`src/rtl/write_back_stage.sv`:
```
// write_back_stage: final pipeline stage. It picks the write-back value and
// destination register from the MEM-stage candidates and registers them onto
// the register-file write port. It also counts committed register writes.
//
// Optional feature, selected by macro WB_LOAD_EXT_EN:
//   defined   - memory results are narrowed to a byte or half by byte_off_in
//               (little-endian), then sign- or zero-extended per load_type_in.
//   undefined - mem_data_in passes unmodified; load_type_in and byte_off_in
//               are ignored.
//
// Ports:
//   clk, rst_n         clock; asynchronous active-low reset
//   in_valid           MEM-stage result present this cycle
//   stall, flush       hold / squash the stage (flush wins)
//   reg_write_in       instruction writes a register
//   alu_result_in, mem_data_in, link_pc_in   candidate write-back values
//   wb_data_sel_in     00 ALU, 01 memory, 10 link PC, 11 ALU
//   wb_addr1_in, wb_addr2_in, wb_addr_sel_in destination select
//                      (00 addr1, 01 addr2, 10 link register, 11 addr1)
//   load_type_in, byte_off_in                load width/sign and lane
//   wb_we, wb_addr, wb_data                  register-file write port
//   retire_cnt         number of committed register writes (wraps)
module write_back_stage #(
    parameter int unsigned DATA_W  = 32,
    parameter int unsigned RADDR_W = 5
) (
    input  logic               clk,
    input  logic               rst_n,
    input  logic               in_valid,
    input  logic               stall,
    input  logic               flush,
    input  logic               reg_write_in,
    input  logic [DATA_W-1:0]  alu_result_in,
    input  logic [DATA_W-1:0]  mem_data_in,
    input  logic [DATA_W-1:0]  link_pc_in,
    input  logic [1:0]         wb_data_sel_in,
    input  logic [RADDR_W-1:0] wb_addr1_in,
    input  logic [RADDR_W-1:0] wb_addr2_in,
    input  logic [1:0]         wb_addr_sel_in,
    input  logic [2:0]         load_type_in,
    input  logic [1:0]         byte_off_in,
    output logic               wb_we,
    output logic [RADDR_W-1:0] wb_addr,
    output logic [DATA_W-1:0]  wb_data,
    output logic [31:0]        retire_cnt
);

    localparam int unsigned CNT_W = 32;

    localparam logic [2:0] LT_BYTE_S = 3'b001;
    localparam logic [2:0] LT_BYTE_U = 3'b010;
    localparam logic [2:0] LT_HALF_S = 3'b011;
    localparam logic [2:0] LT_HALF_U = 3'b100;

    logic [RADDR_W-1:0] addr_c;
    logic [DATA_W-1:0]  mem_ext_c;
    logic [DATA_W-1:0]  data_c;
    logic               we_c;

    // Destination register select; 10 targets the all-ones link register.
    always_comb begin
        addr_c = wb_addr1_in;
        case (wb_addr_sel_in)
            2'b01:   addr_c = wb_addr2_in;
            2'b10:   addr_c = '1;
            default: addr_c = wb_addr1_in;
        endcase
    end

`ifdef WB_LOAD_EXT_EN
    logic [7:0]  ld_byte_c;
    logic [15:0] ld_half_c;

    // Lane extraction and extension of the loaded memory word.
    always_comb begin
        ld_byte_c = mem_data_in[{byte_off_in, 3'b000} +: 8];
        ld_half_c = byte_off_in[1] ? mem_data_in[31:16] : mem_data_in[15:0];
        mem_ext_c = mem_data_in;
        case (load_type_in)
            LT_BYTE_S: mem_ext_c = {{(DATA_W-8){ld_byte_c[7]}}, ld_byte_c};
            LT_BYTE_U: mem_ext_c = {{(DATA_W-8){1'b0}}, ld_byte_c};
            LT_HALF_S: mem_ext_c = {{(DATA_W-16){ld_half_c[15]}}, ld_half_c};
            LT_HALF_U: mem_ext_c = {{(DATA_W-16){1'b0}}, ld_half_c};
            default:   mem_ext_c = mem_data_in;
        endcase
    end
`else
    // Load shaping inputs have no effect in this build.
    logic unused_load_c;
    assign unused_load_c = ^{load_type_in, byte_off_in, LT_BYTE_S, LT_BYTE_U,
                             LT_HALF_S, LT_HALF_U};
    assign mem_ext_c = mem_data_in;
`endif

    // Write-back value select; extension only ever applies to memory data.
    always_comb begin
        data_c = alu_result_in;
        case (wb_data_sel_in)
            2'b01:   data_c = mem_ext_c;
            2'b10:   data_c = link_pc_in;
            default: data_c = alu_result_in;
        endcase
    end

    // Register 0 is hard-wired, so a write to it is never committed.
    assign we_c = in_valid & reg_write_in & (addr_c != '0);

    // Pipeline register and retire counter; flush overrides stall.
    always_ff @(posedge clk or negedge rst_n) begin
        if (!rst_n) begin
            wb_we      <= 1'b0;
            wb_addr    <= '0;
            wb_data    <= '0;
            retire_cnt <= '0;
        end else if (flush) begin
            wb_we <= 1'b0;
        end else if (!stall) begin
            wb_we   <= we_c;
            wb_addr <= addr_c;
            wb_data <= data_c;
            if (we_c) begin
                retire_cnt <= retire_cnt + CNT_W'(1);
            end
        end
    end

endmodule

```
`config.mk`:
```
export PLATFORM = sky130hd
export DESIGN_NAME = write_back_stage
export DESIGN_NICKNAME = d
export VERILOG_FILES = /design/src/rtl/write_back_stage.sv
export SDC_FILE = /design/constraint.sdc
export NUM_CORES = 1
export LEC_CHECK = 0
export BUFFER_PORTS_ARGS = -buffer_cell sky130_fd_sc_hd__buf_2
export CORE_ASPECT_RATIO = 0.8
export CORE_MARGIN = 2
export CORE_UTILIZATION = 48
export CTS_CLUSTER_DIAMETER = 120
export DETAILED_ROUTE_END_ITERATION = 6
export PLACE_DENSITY = 0.8
export SYNTH_ARGS = -nofsm -noshare
export SYNTH_HDL_FRONTEND = slang
export SYNTH_SLANG_ARGS = --single-unit
```
`constraint.sdc`:
```
create_clock -name clk -period 3.6 [get_ports clk]
set_clock_uncertainty 0.05 [all_clocks]
set_input_delay 0.36 -clock clk [delete_from_list [all_inputs] [get_ports clk]]
set_output_delay 0.36 -clock clk [all_outputs]
set_load 0.005 [all_outputs]
```
==> flow_metrics.py <==
metrics = {
    "grt": {
        "grt_pass1_wl_mm": 15.22,
        "antenna_found_initial": 0,
        "grt_max_degree": 74,
        "grt_pass1_vias": 3387,
        "gr-total-overflow": 0,
        "grt_use_total_pct": 23.41,
    },
    "hold_path": {
        "hold_path_class": "primary input to flip-flop",
        "holdCritStartpoint": "flush",
    },
    "floorplanning": {
        "rows": 28,
        "core_area_um2": 7392,
        "die_w_um": 101.4,
        "io_pins": 191,
        "dieArea_um2": 8311,
        "die_y_um": 81.94,
        "initial_utilization_pct": 49.31,
    },
    "layout": {
        "utilization_pct": 65.42,
        "nFillCells": 638,
        "mostFrequentLayoutCell": "buf_2",
        "postLayoutCellArea_um2": 4836,
        "multi_input_area_um2": 1748,
        "layout-drive-gt1-share_pct": 36.47,
        "regArea_um2": 1752,
        "diodes": 0,
        "layout_common_cells": "185 x buf_2, 70 x dfrtp_1, 48 x nand2_1",
        "fin_nets": 705,
        "area_delta_synth_final_pct": 32.68,
    },
    "sta": {
        "worstMarginPinSlew_ps": 1102,
        "timing.fmax_mhz": 434.3,
        "rsz0062_at_grt": "no",
        "max-slew-margin-rel_pct": 26.55,
        "min_period_over_period_pct": 63.96,
        "hold_viol": 0,
        "fin_crit_ps": 2303,
        "drv_slew": 0,
        "setup-tns-final_ps": 0,
        "setup_viol": 0,
    },
    "clock_network": {
        "clockBufferDepth": 2,
        "cts_hold_buf": 1,
        "postCtsSetupRepairBufs": 0,
        "cts_sinks": 70,
        "post_cts_resized": 0,
        "clkLatencyLatePin_ps": 340,
        "cts_tree": "done",
        "numCtsBuffers": 9,
        "cts_max_level": 3,
        "cts_root_buf": "clkbuf_8",
        "clk_pin_slew_ps": 70,
    },
    "worst_setup_path": {
        "worstPathRequired_ps": 3760,
        "max_stage_delay_ps": 650,
        "cp-startpoint": "wb_addr_sel_in[0]",
        "rrSetupSlack_ps": 1470,
        "worst_setup_path_start_kind": "primary input",
        "worstPathMaxFanout": 10,
        "worstSetupPathType": "primary input to flip-flop",
        "arrival_ps": 2460,
        "crit_chain": "buf_2 -> inv_1 -> ha_1 -> a211oi_1 -> o22ai_1 -> nor3_2 -> nor4_1 -> xor2_1",
        "endpoint_kind": "flip-flop",
        "cpMaxStageDelayCell": "nor3_2",
        "worstReg2RegStart": "retire_cnt[0]$_DFFE_PN0P_",
    },
    "flow_run": {
        "drv_cap": 0,
    },
    "yosys": {
        "netlist_area_um2": 3645,
        "syn-num-nets": 529,
        "ys_seq_elements": 70,
        "yosysSeqAreaShare_pct": 48.06,
        "synth.avg_cell_area_um2": 9.044,
        "synthDistinctLibCells": 35,
        "ys_warn_count": 0,
        "syn_inst": 403,
    },
    "placed_design": {
        "dp_hpwl_mm": 7.430,
        "port_buffers": 185,
        "place_area_um2": 4624,
        "gp_congestion": 0.8681,
    },
    "routing": {
        "detail-route-antenna-nets": 0,
        "via_per_inst": 5.232,
        "remaining_drc_errors": 0,
        "first_iter_violations": 122,
        "wl_per_cell_um": 14.19,
        "drt_pre_antenna_iters": 5,
        "finalWirelength_mm": 9.779,
        "dr_total_vias": 3605,
    },
    "pwr": {
        "max-vdd-ir-drop_mv": 0.3527,
        "p_per_area_nw_per_um2": 415.4,
        "internal_power_mw": 1.431,
        "p_clk_share_pct": 31.7,
        "p_seq_share_pct": 47.6,
        "power.switching_mw": 0.5784,
        "p_comb_share_pct": 20.7,
        "p_leak_nw": 2.516,
        "finalPower_mw": 2.009,
        "switching_share_pct": 28.79,
    },
    "status": {
        "run_status": "complete, no violations",
    },
}
## metrics by stage
stage / setup WS (ps) / hold WS [ps] / std cells
after detailed placement: 960.8 / 369.2 / 672
after floorplan: 1326 / 14.41 / 403
after global routing: 1115 / 127.2 / 689
after global placement: 1060 / 357.4 / 672
after CTS: 1326 / 127.1 / 689
final: 1297 / 145.2 / 689
## cells by family after synthesis
| group | count (synthesis) | synth area share (%) |
|---|---|---|
| DFF | 70 | 48.06 |
| buffers and inverters | 35 | 4.050 |
| AOI/OAI and AO/OA | 112 | 18.71 |
| adders and majority gates | 5 | 1.716 |
| xor gates and xnor gates | 30 | 7.209 |
| and+or+nand+nor | 149 | 19.64 |
| muxes | 2 | 0.6179 |
## final timing paths
path	to	depth (start not counted)
worst max-delay path	retire_cnt[27]$_DFFE_PN0P_	8
worst min-delay path	wb_we$_DFFE_PN0P_	2
worst max register to register	retire_cnt[30]$_DFFE_PN0P_	6
worst min register to register	wb_data[23]$_DFFE_PN0P_	2
max in group asynchronous	wb_data[9]$_DFFE_PN0P_	3
min in group asynchronous	wb_data[25]$_DFFE_PN0P_	2
## synth_stat cells, drive strengths merged
| cell type | number | area share [%] |
|---|---|---|
| nand2 | 48 | 4.9 |
| xor2 | 24 | 5.8 |
| a21oi | 34 | 4.7 |
| or2 | 3 | 0.51 |
| nand2b | 1 | 0.38 |
| nor4 | 13 | 2.6 |
| nor3b | 1 | 0.21 |
| buf | 7 | 1.2 |
| o31ai | 6 | 1.6 |
| o22ai | 2 | 0.34 |
| xnor2 | 6 | 1.4 |
| a211oi | 4 | 0.82 |
| nor2b | 4 | 0.69 |
| mux2 | 2 | 0.62 |
| nor3 | 12 | 1.8 |
| or3 | 3 | 0.51 |
| clkbuf | 18 | 1.9 |
| nor2 | 41 | 4.2 |
| o21ai | 34 | 4.7 |
| nand4bb | 1 | 0.31 |
| ha | 5 | 1.7 |
| nand4b | 1 | 0.24 |
| inv | 10 | 1.0 |
| nand4 | 3 | 0.69 |
| a22oi | 32 | 6.6 |
| and3 | 3 | 0.51 |
| nand3 | 15 | 2.1 |
| dfrtp | 70 | 48 |
## metal layers
| metal | vias up | part of all wire (%) | GRT usage (%) |
|---|---|---|---|
| met5 | - | 0 | 0 |
| met1 | 1692 | 44 | 28.10 |
| met3 | 20 | 5.3 | 6.894 |
| li1 | 1773 | - | - |
| met2 | 120 | 48 | 39.93 |
| met4 | 0 | 2.4 | 9.189 |
## power by group through the flow
stage / sequential [mW] / clock [mW] / combinational (mW)
global route: 0.966 / 0.687 / 0.468
detailed placement: 0.969 / 0 / 0.417
global placement: 0.964 / 0 / 0.402
CTS: 0.955 / 0.653 / 0.419
finish: 0.956 / 0.638 / 0.415
floorplan: 0.970 / 0 / 0.187
## sequential cells by signal, indices dropped and copies added, names as in the netlist
signal / count
wb_data: 32
wb_we: 1
retire_cnt: 32
wb_addr: 5
## area by class of cell
type	count	area share [%]
sequential	70	36.22
multi-input combinational	298	36.14
timing repair buffer	190	19.97
clock buffer	13	3.286
tap	105	2.717
clock inverter	3	0.8797
inverter	10	0.7762
## critical path: cells and delay by family
kind	cells	cell delay [ps]
buffers and inverters	2	130
xor gates and xnor gates	1	180
and+or+nand+nor	2	810
adders and majority gates	1	400
AOI/OAI and AO/OA	2	560
(Power assumes the default switching activity.)
